## config.mk

```make
export PLATFORM = sky130hd
export DESIGN_NAME = encoder_poll_ctrl
export DESIGN_NICKNAME = d
export VERILOG_FILES = /design/src/rtl/encoder_pkg.sv /design/src/rtl/encoder_sck_gen.sv /design/src/rtl/encoder_poll_ctrl.sv
export SDC_FILE = /design/constraint.sdc
export NUM_CORES = 1
export LEC_CHECK = 0
export ABC_AREA = 1
export BUFFER_PORTS_ARGS = -buffer_cell sky130_fd_sc_hd__buf_2
export CORE_MARGIN = 10
export CORE_UTILIZATION = 52
export DETAILED_ROUTE_END_ITERATION = 6
export PLACE_DENSITY = 0.84
export SYNTH_ARGS = -nofsm -noshare
export SYNTH_HDL_FRONTEND = slang
export SYNTH_HIERARCHICAL = 1
export SYNTH_SLANG_ARGS = --single-unit
```

## constraint.sdc

```tcl
create_clock -name clk -period 2.3 [get_ports clk]
set_input_delay 0 -clock clk [delete_from_list [all_inputs] [get_ports clk]]
set_output_delay 0 -clock clk [all_outputs]
set_load 0.05 [all_outputs]
```

## src/rtl/encoder_pkg.sv

```systemverilog
// Shared definitions for the absolute-encoder read sequencer: FSM state
// encoding and the frame/position field layout the register map relies on.
package encoder_pkg;

    typedef enum logic [2:0] {
        IDLE   = 3'd0,
        SELECT = 3'd1,
        ACK    = 3'd2,
        SHIFT  = 3'd3,
        MONO   = 3'd4
    } state_t;

    localparam int ENC_FRAME_BITS = 24;
    localparam int ENC_POS_MSB    = 21;
    localparam int ENC_POS_LSB    = 3;
    localparam int ENC_POS_W      = ENC_POS_MSB - ENC_POS_LSB + 1;

    // Larger of two counts; sizes a counter shared between two phases.
    function automatic int max_int(input int a, input int b);
        return (a > b) ? a : b;
    endfunction

endpackage

```

## src/rtl/encoder_sck_gen.sv

```systemverilog
// Encoder clock generator. While enabled it produces sck periods of
// 2*CLK_DIV clocks, low half first; when disabled sck is forced high and the
// phase restarts so the next enable begins with a fresh low half.
// Valid/ready does not apply here: o_sample_strobe and o_period_done are
// single-cycle pulses on the last clock of each sck-high half.
module encoder_sck_gen #(
    parameter int CLK_DIV = 25
) (
    input  logic i_clk,
    input  logic i_rst_n,
    input  logic i_en,
    output logic o_sck,
    output logic o_sample_strobe,
    output logic o_period_done
);

    localparam int CW = $clog2(CLK_DIV);

    logic [CW-1:0] r_half_cnt;
    logic          r_phase;      // 0 = low half, 1 = high half
    logic          w_half_end;

    assign w_half_end = (r_half_cnt == CW'(CLK_DIV - 1));

    // Half-period counter and phase toggle; held at the start of a low half while disabled.
    always_ff @(posedge i_clk or negedge i_rst_n) begin
        if (!i_rst_n) begin
            r_half_cnt <= '0;
            r_phase    <= 1'b0;
        end else if (!i_en) begin
            r_half_cnt <= '0;
            r_phase    <= 1'b0;
        end else if (w_half_end) begin
            r_half_cnt <= '0;
            r_phase    <= ~r_phase;
        end else begin
            r_half_cnt <= r_half_cnt + 1'b1;
        end
    end

    assign o_sck           = i_en ? r_phase : 1'b1;
    assign o_sample_strobe = i_en & r_phase & w_half_end;
    assign o_period_done   = i_en & r_phase & w_half_end;

endmodule

```

## src/rtl/encoder_poll_ctrl.sv

```systemverilog
// Master-side sequencer for the 24-bit SSI absolute encoder. Frames a read on
// a poll tick or a trigger, waits for the start bit, shifts the frame in, then
// holds cs_n/sck high for the monoflop recovery gap.
// Handshake: frame_valid stays high with frame_data/position stable until a
// cycle with frame_valid & frame_ready; a frame completing in that same cycle
// replaces the data and keeps frame_valid high without flagging overrun.
module encoder_poll_ctrl
    import encoder_pkg::*;
#(
    parameter int CLK_DIV      = 25,
    parameter int FRAME_BITS   = ENC_FRAME_BITS,
    parameter int POS_MSB      = ENC_POS_MSB,
    parameter int POS_LSB      = ENC_POS_LSB,
    parameter int ACK_TIMEOUT  = 32,
    parameter int MONOFLOP_CYC = 2000,
    parameter int POLL_PERIOD  = 100000
) (
    input  logic                       clk,
    input  logic                       rst_n,
    input  logic                       poll_en,
    input  logic                       trigger,
    output logic                       sck,
    output logic                       cs_n,
    input  logic                       miso,
    output logic [FRAME_BITS-1:0]      frame_data,
    output logic [POS_MSB-POS_LSB:0]   position,
    output logic                       frame_valid,
    input  logic                       frame_ready,
    output logic                       overrun,
    output logic                       timeout_err,
    output logic                       busy,
    output state_t                     o_dbg_state
);

    localparam int MCW = $clog2(max_int(MONOFLOP_CYC, CLK_DIV));
    localparam int BCW = $clog2(FRAME_BITS + 1);
    localparam int TCW = $clog2(ACK_TIMEOUT + 1);
    localparam int PCW = $clog2(POLL_PERIOD);

    state_t                r_state;
    state_t                w_state_next;
    logic                  r_miso_s1;
    logic                  r_miso_s2;
    logic [MCW-1:0]        r_tmr;
    logic [TCW-1:0]        r_to_cnt;
    logic [BCW-1:0]        r_bit_cnt;
    logic [FRAME_BITS-2:0] r_sr;
    logic [PCW-1:0]        r_poll_cnt;
    logic [FRAME_BITS-1:0] r_frame_data;
    logic                  r_frame_valid;
    logic                  r_overrun;
    logic                  r_timeout_err;

    logic                  w_sck_en;
    logic                  w_sck;
    logic                  w_sample;
    logic                  w_period_done;
    logic                  w_poll_tick;
    logic                  w_frame_done;
    logic                  w_ack_fail;
    logic [FRAME_BITS-1:0] w_frame_new;

    assign w_sck_en    = (r_state == ACK) || (r_state == SHIFT);
    assign w_poll_tick = poll_en && (r_poll_cnt == PCW'(POLL_PERIOD - 1));
    assign w_frame_new = {r_sr, r_miso_s2};

    encoder_sck_gen #(
        .CLK_DIV (CLK_DIV)
    ) u_sck_gen (
        .i_clk           (clk),
        .i_rst_n         (rst_n),
        .i_en            (w_sck_en),
        .o_sck           (w_sck),
        .o_sample_strobe (w_sample),
        .o_period_done   (w_period_done)
    );

    // Two-flop synchroniser for the asynchronous encoder data line (idles high).
    always_ff @(posedge clk or negedge rst_n) begin
        if (!rst_n) begin
            r_miso_s1 <= 1'b1;
            r_miso_s2 <= 1'b1;
        end else begin
            r_miso_s1 <= miso;
            r_miso_s2 <= r_miso_s1;
        end
    end

    // Poll interval counter: runs only while polling is enabled, wraps each period.
    always_ff @(posedge clk or negedge rst_n) begin
        if (!rst_n) begin
            r_poll_cnt <= '0;
        end else if (!poll_en || w_poll_tick) begin
            r_poll_cnt <= '0;
        end else begin
            r_poll_cnt <= r_poll_cnt + 1'b1;
        end
    end

    // FSM state register.
    always_ff @(posedge clk or negedge rst_n) begin
        if (!rst_n) begin
            r_state <= IDLE;
        end else begin
            r_state <= w_state_next;
        end
    end

    // FSM next-state and frame completion / start-bit timeout decode.
    always_comb begin
        w_state_next = r_state;
        w_frame_done = 1'b0;
        w_ack_fail   = 1'b0;
        case (r_state)
            IDLE: begin
                if (trigger || w_poll_tick) w_state_next = SELECT;
            end
            SELECT: begin
                if (r_tmr == MCW'(CLK_DIV - 1)) w_state_next = ACK;
            end
            ACK: begin
                if (w_sample && !r_miso_s2) begin
                    w_state_next = SHIFT;
                end else if (w_period_done && (r_to_cnt == TCW'(ACK_TIMEOUT - 1))) begin
                    w_state_next = MONO;
                    w_ack_fail   = 1'b1;
                end
            end
            SHIFT: begin
                if (w_sample && (r_bit_cnt == BCW'(FRAME_BITS - 1))) begin
                    w_state_next = MONO;
                    w_frame_done = 1'b1;
                end
            end
            MONO: begin
                if (r_tmr == MCW'(MONOFLOP_CYC - 1)) w_state_next = IDLE;
            end
            default: w_state_next = IDLE;
        endcase
    end

    // Phase timer for the select half-period and the monoflop gap; zero elsewhere.
    always_ff @(posedge clk or negedge rst_n) begin
        if (!rst_n) begin
            r_tmr <= '0;
        end else if (((r_state == SELECT) || (r_state == MONO)) && (w_state_next == r_state)) begin
            r_tmr <= r_tmr + 1'b1;
        end else begin
            r_tmr <= '0;
        end
    end

    // Start-bit wait counter: sck periods spent in ACK.
    always_ff @(posedge clk or negedge rst_n) begin
        if (!rst_n) begin
            r_to_cnt <= '0;
        end else if (r_state != ACK) begin
            r_to_cnt <= '0;
        end else if (w_period_done) begin
            r_to_cnt <= r_to_cnt + 1'b1;
        end
    end

    // Bit counter and shift register, MSB first, one bit per sample strobe.
    always_ff @(posedge clk or negedge rst_n) begin
        if (!rst_n) begin
            r_bit_cnt <= '0;
            r_sr      <= '0;
        end else if (r_state != SHIFT) begin
            r_bit_cnt <= '0;
        end else if (w_sample) begin
            r_bit_cnt <= r_bit_cnt + 1'b1;
            r_sr      <= {r_sr[FRAME_BITS-3:0], r_miso_s2};
        end
    end

    // Output hold registers and sticky status flags.
    always_ff @(posedge clk or negedge rst_n) begin
        if (!rst_n) begin
            r_frame_data  <= '0;
            r_frame_valid <= 1'b0;
            r_overrun     <= 1'b0;
            r_timeout_err <= 1'b0;
        end else begin
            if (w_frame_done) begin
                r_frame_data  <= w_frame_new;
                r_frame_valid <= 1'b1;
                r_overrun     <= r_frame_valid & ~frame_ready;
                r_timeout_err <= 1'b0;
            end else if (r_frame_valid && frame_ready) begin
                r_frame_valid <= 1'b0;
                r_overrun     <= 1'b0;
            end
            if (w_ack_fail) begin
                r_timeout_err <= 1'b1;
            end
        end
    end

    assign sck         = w_sck;
    assign cs_n        = !((r_state == SELECT) || (r_state == ACK) || (r_state == SHIFT));
    assign busy        = (r_state != IDLE);
    assign frame_data  = r_frame_data;
    assign position    = r_frame_data[POS_MSB:POS_LSB];
    assign frame_valid = r_frame_valid;
    assign overrun     = r_overrun;
    assign timeout_err = r_timeout_err;
    assign o_dbg_state = r_state;

endmodule
```

==> results of run 1 <==
sequential cells by signal, summed over array words and instances (netlist names), 3 cells and up:
| name | flops |
|---|---|
| r_sr | 23 |
| r_to_cnt | 6 |
| frame_data | 24 |
| r_poll_cnt | 17 |
| r_bit_cnt | 5 |
| o_dbg_state | 3 |
| r_tmr | 11 |
| u_sck_gen/r_half_cnt | 5 |
cell type report:
cell class,instances,area [sq um],share of cell area
Clock buffer,9,124,0.0240
Clock inverter,7,91.3,0.0177
Inverter,67,251,0.0487
Multi-Input combinational cell,337,1680,0.324
Sequential cell,100,2510,0.485
Tap cell,108,135,0.0262
Timing Repair Buffer,66,382,0.0738
cell families after synthesis:
family                     count (synthesis)  share of synthesized area
and+or+nand+nor                          243                      0.230
buffers and inverters                    101                      0.106
DFF                                      100                      0.538
AOI/OAI and AO/OA                         69                     0.0748
xor gates and xnor gates                  16                     0.0301
adders and majority gates                  7                     0.0188
muxes                                      1                    0.00215
per-stage QoR:
step                hold slack, ns   util  setup WS [ns]  instance area, sq um
floorplan                   -0.296      -         0.0112                  4660
global placement            0.0298  0.561          0.250                  4890
detailed placement          0.0374  0.561          0.157                  4890
CTS                         0.0633  0.590          0.124                  5150
global route                0.0990  0.593         0.0331                  5170
finish                      0.0812  0.593          0.202                  5170
cell usage after synthesis (all sizes together):
master  instances  area, sq um
o21ai          56          280
nor3           18         95.1
ha              7         87.6
nor2           67          289
clkbuf          7         26.3
buf            27          216
a21oi          12         60.1
nand2         120          460
inv            67          251
dfrtp          98         2450
mux2i           1         10.0
nand3          23          125
dfstp           2         52.6
xor2           11         96.3
nand4          10         62.6
nor3b           4         30.0
a21boi          1         7.51
or2             1         6.26
xnor2           5         43.8
worst min-delay path, stage by stage:
cell	delay, ns
buf_2	0.09
inv_1	0.03
nor2_1	0.09
o21ai_0	0.12
nand2_1	0.08
what timing repair did:
item,4_1_cts,5_1_grt
endpoints found under the setup margin,0,11
endpoints found under the hold margin,47,0
resized for setup,0,4
hold buffers,4,0
power groups by stage:
stage	clock [mW]	sequential, mW	combinational [mW]
floorplan	0	1.80	0.0116
global placement	0	1.80	0.0560
detailed placement	0	1.80	0.0584
CTS	1.20	1.77	0.0634
global route	1.28	1.77	0.0713
finish	1.18	1.77	0.0601
worst min path at each step:
stage / start / endpoint / slack [ns] / cells after the start
2_1_floorplan: rst_n / frame_data[0] / -0.30 / 0
3_3_place_gp: rst_n / r_bit_cnt[3] / 0.03 / 1
3_5_place_dp: rst_n / r_bit_cnt[3] / 0.04 / 1
4_1_cts: poll_en / o_dbg_state[0] / 0.06 / 5
5_1_grt: poll_en / o_dbg_state[0] / 0.1 / 5
6_report: poll_en / o_dbg_state[0] / 0.08 / 5
layer usage:
metal,share of wire,track usage,vias up
met5,0,0,-
met1,0.44,0.166,1639
met3,0.070,0.0377,10
li1,-,-,1761
met4,0.017,0.0610,0
met2,0.48,0.215,85
==> results.py, run 1 <==
metrics = {
    "worst_setup_path": {
        "worst_path_most_repeated_cell": "nor2_2",
        "cp_num_buf_inv": 3,
        "cp_cell_sequence": "inv_1, ha_1, nand2_1, inv_1, nand2_2, nor2_2, buf_6, nand3_1, o21ai_0, nand3_2, nor2_2, nand2_2, nor2_2",
        "path_delay_family": "simple AND/OR/NAND/NOR gates",
        "critPathCapture": "r_tmr[8]",
        "critical_path_class": "reg -> reg",
        "worstRegToRegCells": 13,
        "startpoint_type": "register",
        "required_ns": 2.59,
        "rr_endpoint": "r_tmr[8]",
        "path_depth": 13,
        "end_kind": "register",
        "slowest_delay_ns": 0.43,
        "ff2ff_setup_slack_ns": 0.20,
        "critical_path.slowest_cell": "dfrtp_1",
        "r2r-start": "u_sck_gen/r_half_cnt[0]",
        "worstPathMaxFanout": 13,
        "crit_start": "u_sck_gen/r_half_cnt[0]",
        "arrival_ns": 2.39,
    },
    "sta": {
        "post-route-period-util": 0.912,
        "skew_ns": 0.0125,
        "maxSlewHeadroom": 0.614,
        "hold_violations": 0,
        "worst_pin_slew_ns": 0.580,
        "setup_viol": 0,
        "finalMaxSlewViolations": 0,
        "period_needed_ns": 2.10,
        "rsz0062_at_grt": "no",
        "setup-tns-final_ns": 0,
        "fmax_mhz": 477,
    },
    "grt": {
        "grt_pass1_wl_mm": 14.8,
        "grt_use_total": 0.135,
        "grt_pass1_vias": 3379,
        "antenna_found_initial": 0,
        "grt_max_degree": 57,
        "grt-ovfl-total": 0,
    },
    "drt": {
        "vias_per_cell": 5.04,
        "first_pass_iters": 5,
        "num_vias": 3495,
        "wl_mm": 8.72,
        "avgRoutedWirePerCell_um": 12.6,
        "ant_nets": 0,
        "initialDrtViolationCount": 257,
        "drc": 0,
    },
    "floorplan": {
        "core_sq_um": 8720,
        "die_area_sq_um": 13100,
        "rows": 34,
        "pin_count": 58,
        "start_util": 0.534,
        "die_x_um": 115,
        "die_h_um": 115,
    },
    "place": {
        "gp_congestion": 0.897,
        "io_buffers": 57,
        "place_hpwl_mm": 6.22,
        "dp_cells": 673,
    },
    "power": {
        "pwr-share-seq": 0.589,
        "switching_share": 0.230,
        "p_leak_nw": 2.48,
        "p_switching_mw": 0.692,
        "p_comb_frac": 0.020,
        "power.total_mw": 3.00,
        "ir_drop_v": 0.000301,
        "power_density_nw_per_um2": 581,
        "power_frac_clock": 0.391,
        "p_int_mw": 2.31,
    },
    "cts": {
        "h-tree-depth": 3,
        "clock-sinks": 100,
        "cts_tree": "yes",
        "clk_pin_slew_worst_paths_ns": 0.09,
        "cts_root_buffer": "clkbuf_8",
        "cts_made_buffers": 9,
        "clock_path_buffers": 2,
        "postCtsSetupBuffers": 0,
        "clkLatencyLatePin_ns": 0.37,
    },
    "layout": {
        "final_common_cell": "nand2_1",
        "finalNonFillerCells": 694,
        "layout_common_cells": "116 x nand2_1, 96 x dfrtp_1, 64 x inv_1, 56 x buf_2, 51 x nor2_1",
        "num-nets-final": 594,
        "diodes": 0,
        "syn_to_final_growth_pct": 11.1,
        "nFillCells": 728,
        "drive_gt1_frac": 0.189,
    },
    "run": {
        "cap_violations": 0,
    },
    "logic_synthesis": {
        "yosysSeqAreaShare": 0.538,
        "synth_area_sq_um": 4650,
        "synthesis.nets": 550,
        "synth-seq-cells": 100,
        "ys_types": 27,
        "syn_inst": 537,
        "syn_avg_cell_area_sq_um": 8.67,
        "yosys_warnings": 6,
    },
    "hold_path": {
        "hp-class": "in -> reg",
    },
    "outcome": {
        "status": "completed",
    },
}
No activity file was read; power rests on OpenSTA's default activity.
==> run 2: changes to the inputs <==
CTS_CLUSTER_DIAMETER = 30   (was not set)
GPL_TIMING_DRIVEN = 0   (was not set)
==> run 2 against run 1 <==
  * Largest power group unchanged
  * Final cell count rose by 5.0%
  * Fmax fell by 3.4%
  * Largest cell class unchanged
  * Total power fell by 2.5%
  * Non-clock buffer count rose by 36
  * Flip-flop and latch count did not move
  * Highest routed layer unchanged
  * Core utilization rose by 2.8 points
==> results.py, run 2 (same netlist as run 1, synthesis figures left out) <==
metrics = {
    "layout": {
        "largest_reg_flops": 24,
        "syn_to_final_growth_pct": 16.3,
        "drive_gt1_frac": 0.230,
        "diodes": 0,
        "layout_common_cells": "116 x nand2_1, 96 x dfrtp_1, 64 x inv_1, 58 x buf_2, 51 x nor2_1",
        "final_common_cell": "nand2_1",
        "num-nets-final": 629,
    },
    "worst_setup_path": {
        "arrival_ns": 2.43,
        "critical_path_class": "reg -> reg",
        "worstRegToRegCells": 15,
        "path_delay_family": "simple AND/OR/NAND/NOR gates",
        "cp_cell_sequence": "inv_1, ha_1, nand2_1, inv_1, nand2_2, nor2_4, buf_6, nand3_2, nor2_4, nand2_2, nand2_1, o21ai_1, nand2_2, buf_6, nor2_2",
        "critPathCapture": "r_tmr[4]",
        "worstPathMaxFanout": 10,
        "worst_path_most_repeated_cell": "nand2_2",
        "slowest_delay_ns": 0.43,
        "end_kind": "register",
        "critical_path.slowest_cell": "dfrtp_1",
        "r2r-start": "u_sck_gen/r_half_cnt[0]",
        "required_ns": 2.55,
        "startpoint_type": "register",
        "cp_num_buf_inv": 4,
        "path_depth": 15,
        "crit_start": "u_sck_gen/r_half_cnt[0]",
        "ff2ff_setup_slack_ns": 0.13,
        "rr_endpoint": "r_tmr[4]",
    },
    "floorplan": {
        "die_area_sq_um": 13100,
        "pin_count": 58,
        "die_h_um": 115,
        "die_x_um": 115,
        "rows": 34,
        "start_util": 0.534,
        "core_sq_um": 8720,
    },
    "power": {
        "p_leak_nw": 2.64,
        "power_density_nw_per_um2": 541,
        "p_int_mw": 2.21,
        "p_switching_mw": 0.717,
        "pwr-share-seq": 0.604,
        "ir_drop_v": 0.000494,
        "p_comb_frac": 0.021,
        "switching_share": 0.245,
        "power_frac_clock": 0.376,
    },
    "sta": {
        "period_needed_ns": 2.17,
        "maxSlewHeadroom": 0.524,
        "final.setup.worst_slack_ns": 0.129,
        "post-route-period-util": 0.944,
        "finalMaxSlewViolations": 0,
        "hold_violations": 0,
        "fmax_mhz": 461,
        "setup_viol": 0,
        "holdWs_ns": 0.0465,
        "skew_ns": 0.0162,
        "worst_pin_slew_ns": 0.714,
    },
    "drt": {
        "ant_nets": 0,
        "drt-met1-wl_mm": 3.88,
        "met3WireLength_um": 639,
        "wl_met2_mm": 4.88,
        "top_layer_used": "met4",
        "initialDrtViolationCount": 204,
        "avgRoutedWirePerCell_um": 13.0,
        "wl_mm": 9.49,
        "drc": 0,
        "first_pass_iters": 5,
        "vias_per_cell": 5.07,
        "num_vias": 3699,
    },
    "grt": {
        "grt-ovfl-total": 0,
        "grt_pass1_vias": 3670,
        "grt_use_total": 0.149,
        "grt_max_degree": 57,
        "grt_pass1_wl_mm": 16.6,
        "antenna_found_initial": 0,
    },
    "cts": {
        "clock-sinks": 100,
        "h-tree-depth": 3,
        "clkLatencyLatePin_ns": 0.37,
        "cts_made_buffers": 9,
        "clk_pin_slew_worst_paths_ns": 0.10,
        "cts_tree": "yes",
        "clock_path_buffers": 2,
        "cts_root_buffer": "clkbuf_8",
    },
    "place": {
        "gp_congestion": 0.923,
        "place_worst_setup_slack_ns": -0.163,
        "io_buffers": 57,
        "place_hpwl_mm": 6.91,
    },
    "run": {
        "cap_violations": 0,
    },
    "outcome": {
        "status": "completed",
    },
    "hold_path": {
        "hp-class": "in -> reg",
    },
}
[run 2: cell types whose count changed in the layout (fill, tap and decap cells not counted), moves of 2 or more]
| cell | before | now |
|---|---|---|
| inv_6 | 3 | 1 |
| nor2_2 | 15 | 13 |
| buf_4 | 4 | 26 |
| buf_6 | 1 | 6 |
| buf_2 | 56 | 58 |
| nor2_4 | 1 | 3 |
| clkbuf_2 | 0 | 5 |
| clkbuf_1 | 0 | 2 |
| inv_8 | 1 | 3 |
[run 2: timing repair]
action	CTS	global route
hold endpoints to repair	59	0
buffers inserted	0	6
resized for setup	2	12
hold buffers	4	0
endpoints found under the setup margin	39	37
pin swaps	0	1
[run 2: worst min-delay path by stage]
stage	endpoint	cells after the start	from
2_1_floorplan	frame_data[0]	0	rst_n
3_3_place_gp	r_miso_s1	1	miso
3_5_place_dp	u_sck_gen/r_half_cnt[4]	1	rst_n
4_1_cts	o_dbg_state[0]	5	poll_en
5_1_grt	o_dbg_state[0]	5	poll_en
6_report	o_dbg_state[0]	5	poll_en
[run 2: routing by layer]
layer / up-vias / track usage
li1: 1830 / -
met1: 1786 / 0.173
met2: 77 / 0.260
met3: 6 / 0.0456
met4: 0 / 0.0351
met5: - / 0
[run 2: final cells by class]
cell class                 instances  area [sq um]
buffer                            34           253
clock buffer                       9           124
clock inverter                     7          75.1
fill                             710          3310
inverter                          67           251
multi-input combinational        336          1670
sequential                       100          2510
tap                              108           135
timing repair buffer              68           393
[run 2: per-stage QoR]
step | util | std cells | power, mW | cell area [sq um] | TNS, ns
after floorplan | - | 537 | 1.81 | 4660 | 0
after global placement | 0.583 | 702 | 1.85 | 5080 | -2.22
after detailed placement | 0.585 | 703 | 1.86 | 5100 | -4.60
after CTS | 0.613 | 723 | 2.96 | 5350 | 0
after global routing | 0.620 | 729 | 3.04 | 5410 | -0.197
final | 0.620 | 729 | 2.93 | 5410 | 0
[run 2: tightest hold or removal path: stages]
cell and delay (ns):
buf_2 0.09, inv_1 0.03, nor2_1 0.08, o21ai_0 0.11
nand2_1 0.07
[run 2: power by group through the flow]
| stage | logic (mW) | registers, mW | clock network [mW] |
|---|---|---|---|
| floorplan | 0.0116 | 1.80 | 0 |
| global placement | 0.0526 | 1.80 | 0 |
| detailed placement | 0.0587 | 1.80 | 0 |
| CTS | 0.0642 | 1.77 | 1.13 |
| global route | 0.0717 | 1.77 | 1.20 |
| finish | 0.0608 | 1.77 | 1.10 |
==> run 3: changes to the inputs <==
CORE_UTILIZATION = 62   (was 52)
PLACE_DENSITY = 0.92   (was 0.84)
clock period = 2.67 ns   (was 2.3 ns; I/O delays follow)
==> run 3 against run 2 <==
  * Total power down 12%
  * Sequential share of layout area up 0.41 points
  * Via count up 1.3%
  * Largest power group unchanged
  * Clock skew up 0.0039 ns
  * Fmax down 9.8%
  * Critical endpoint is now frame_data[14]
  * Worst setup slack better by 0.13 ns
  * Final cell count down 2.1%
  * Flip-flop and latch count unchanged
  * Register-to-register slack better by 0.13 ns
  * Hold slack worse by 0.011 ns
  * Non-clock buffer count down 6
  * Sequential power down 14%
==> results.py, run 3 (same netlist as run 1, synthesis figures left out) <==
metrics = {
    "worst_setup_path": {
        "required_ns": 2.94,
        "worstPathMaxFanout": 10,
        "slowest_delay_ns": 0.48,
        "cp_num_buf_inv": 3,
        "path_depth": 11,
        "startpoint_type": "register",
        "critical_path.slowest_cell": "dfrtp_1",
        "worstRegToRegCells": 11,
        "arrival_ns": 2.67,
        "end_kind": "register",
        "cp_cell_sequence": "inv_1, nor2_4, nand2_1, nor2_4, buf_4, nand3_2, nor2_2, nand2_2, clkbuf_1, nand2_1, o21ai_0",
        "critical_path_class": "reg -> reg",
        "path_delay_family": "simple AND/OR/NAND/NOR gates",
    },
    "cts": {
        "clock-sinks": 100,
        "cts_made_buffers": 9,
        "clock_path_buffers": 2,
        "h-tree-depth": 3,
        "cts_root_buffer": "clkbuf_8",
        "postCtsSetupBuffers": 0,
        "cts_tree": "yes",
        "clkLatencyLatePin_ns": 0.40,
        "clk_pin_slew_worst_paths_ns": 0.12,
    },
    "drt": {
        "initialDrtViolationCount": 174,
        "wl_mm": 9.80,
        "drc": 0,
        "avgRoutedWirePerCell_um": 13.7,
        "first_pass_iters": 5,
        "vias_per_cell": 5.25,
        "ant_nets": 0,
        "num_vias": 3748,
    },
    "power": {
        "power_frac_clock": 0.386,
        "p_comb_frac": 0.021,
        "power.total_mw": 2.57,
        "ir_drop_v": 0.000355,
        "power_density_nw_per_um2": 480,
        "switching_share": 0.254,
        "p_leak_nw": 2.61,
        "pwr-share-seq": 0.593,
        "p_switching_mw": 0.653,
        "p_int_mw": 1.92,
    },
    "outcome": {
        "status": "completed",
    },
    "grt": {
        "grt_pass1_wl_mm": 17.2,
        "grt-ovfl-total": 0,
        "grt_max_degree": 71,
        "grt_use_total": 0.182,
        "grt_pass1_vias": 3774,
        "antenna_found_initial": 0,
    },
    "sta": {
        "setup_viol": 0,
        "rsz0062_at_grt": "no",
        "final.setup.worst_slack_ns": 0.263,
        "worst_pin_slew_ns": 0.488,
        "fmax_mhz": 416,
        "maxSlewHeadroom": 0.675,
        "skew_ns": 0.0202,
        "period_needed_ns": 2.41,
        "finalMaxSlewViolations": 0,
        "post-route-period-util": 0.901,
        "setup-tns-final_ns": 0,
        "hold_violations": 0,
    },
    "floorplan": {
        "die_area_sq_um": 11400,
        "pin_count": 58,
        "die_x_um": 107,
        "start_util": 0.638,
        "core_sq_um": 7290,
        "die_h_um": 107,
        "rows": 31,
    },
    "layout": {
        "diodes": 0,
        "largest_reg_flops": 24,
        "fin_util": 0.735,
        "syn_to_final_growth_pct": 15.1,
        "layout_common_cells": "116 x nand2_1, 98 x dfrtp_1, 64 x inv_1, 58 x buf_2, 51 x nor2_1",
        "final_common_cell": "nand2_1",
        "nFillCells": 519,
        "drive_gt1_frac": 0.211,
        "num-nets-final": 623,
    },
    "place": {
        "place_hpwl_mm": 7.08,
        "gp_congestion": 0.925,
        "io_buffers": 57,
        "place_worst_setup_slack_ns": 0.0141,
    },
    "hold_path": {
        "holdPathStages": 5,
        "hp-class": "in -> reg",
    },
    "run": {
        "cap_violations": 0,
    },
}
## run 3: final timing paths
check,from,to,slack (ns)
max in group asynchronous,rst_n,r_miso_s2,1.88
max,o_dbg_state[1],frame_data[14],0.26
min in group asynchronous,rst_n,u_sck_gen/r_half_cnt[4],0.08
min,poll_en,o_dbg_state[0],0.04
min reg2reg,r_miso_s1,r_miso_s2,0.38
max reg2reg,o_dbg_state[1],frame_data[14],0.26
## run 3: layout make-up
| cell class | count | area [sq um] | share of cell area |
|---|---|---|---|
| inverters | 67 | 251 | 0.0469 |
| repair buffers | 62 | 355 | 0.0663 |
| plain buffers | 34 | 243 | 0.0453 |
| clock buffers | 9 | 124 | 0.0231 |
| flip-flops and latches | 100 | 2500 | 0.468 |
| well taps | 99 | 124 | 0.0231 |
| clock inverters | 7 | 88.8 | 0.0166 |
| multi-input cells | 336 | 1670 | 0.311 |
## run 3: worst min-delay path, delay by kind of cell
family | cells | cell delay [ns]
buf+inv | 2 | 0.15
simple gates | 2 | 0.15
compound gates | 1 | 0.08
## run 3: metal layers
| metal | vias to the layer above | track usage | wire [um] |
|---|---|---|---|
| met5 | - | 0 | 0 |
| met1 | 1787 | 0.209 | 4010 |
| met4 | 0 | 0.0890 | 275 |
| met3 | 24 | 0.0407 | 546 |
| li1 | 1823 | - | - |
| met2 | 114 | 0.313 | 4970 |
## run 3: power by group through the flow
stage                     Combinational [mW]  Clock (mW)  Sequential, mW
final                                 0.0539       0.993            1.52
after global routing                  0.0626        1.06            1.52
after CTS                             0.0565       0.997            1.52
after detailed placement              0.0512           0            1.55
after global placement                0.0446           0            1.55
after floorplan                      0.00999           0            1.55
## run 3: metrics by stage
stage	cells	hold WS [ns]	area (sq um)
global placement	693	0.107	5060
floorplan	537	-0.296	4650
finish	714	0.0353	5360
CTS	714	0.0308	5350
global route	714	0.0803	5360
detailed placement	694	-0.0370	5090
## run 3: repair_timing
| item | in CTS | in global routing |
|---|---|---|
| endpoints found under the setup margin | 0 | 40 |
| hold buffers | 4 | 0 |
| gates resized for setup | 0 | 3 |
| endpoints found under the hold margin | 103 | 0 |
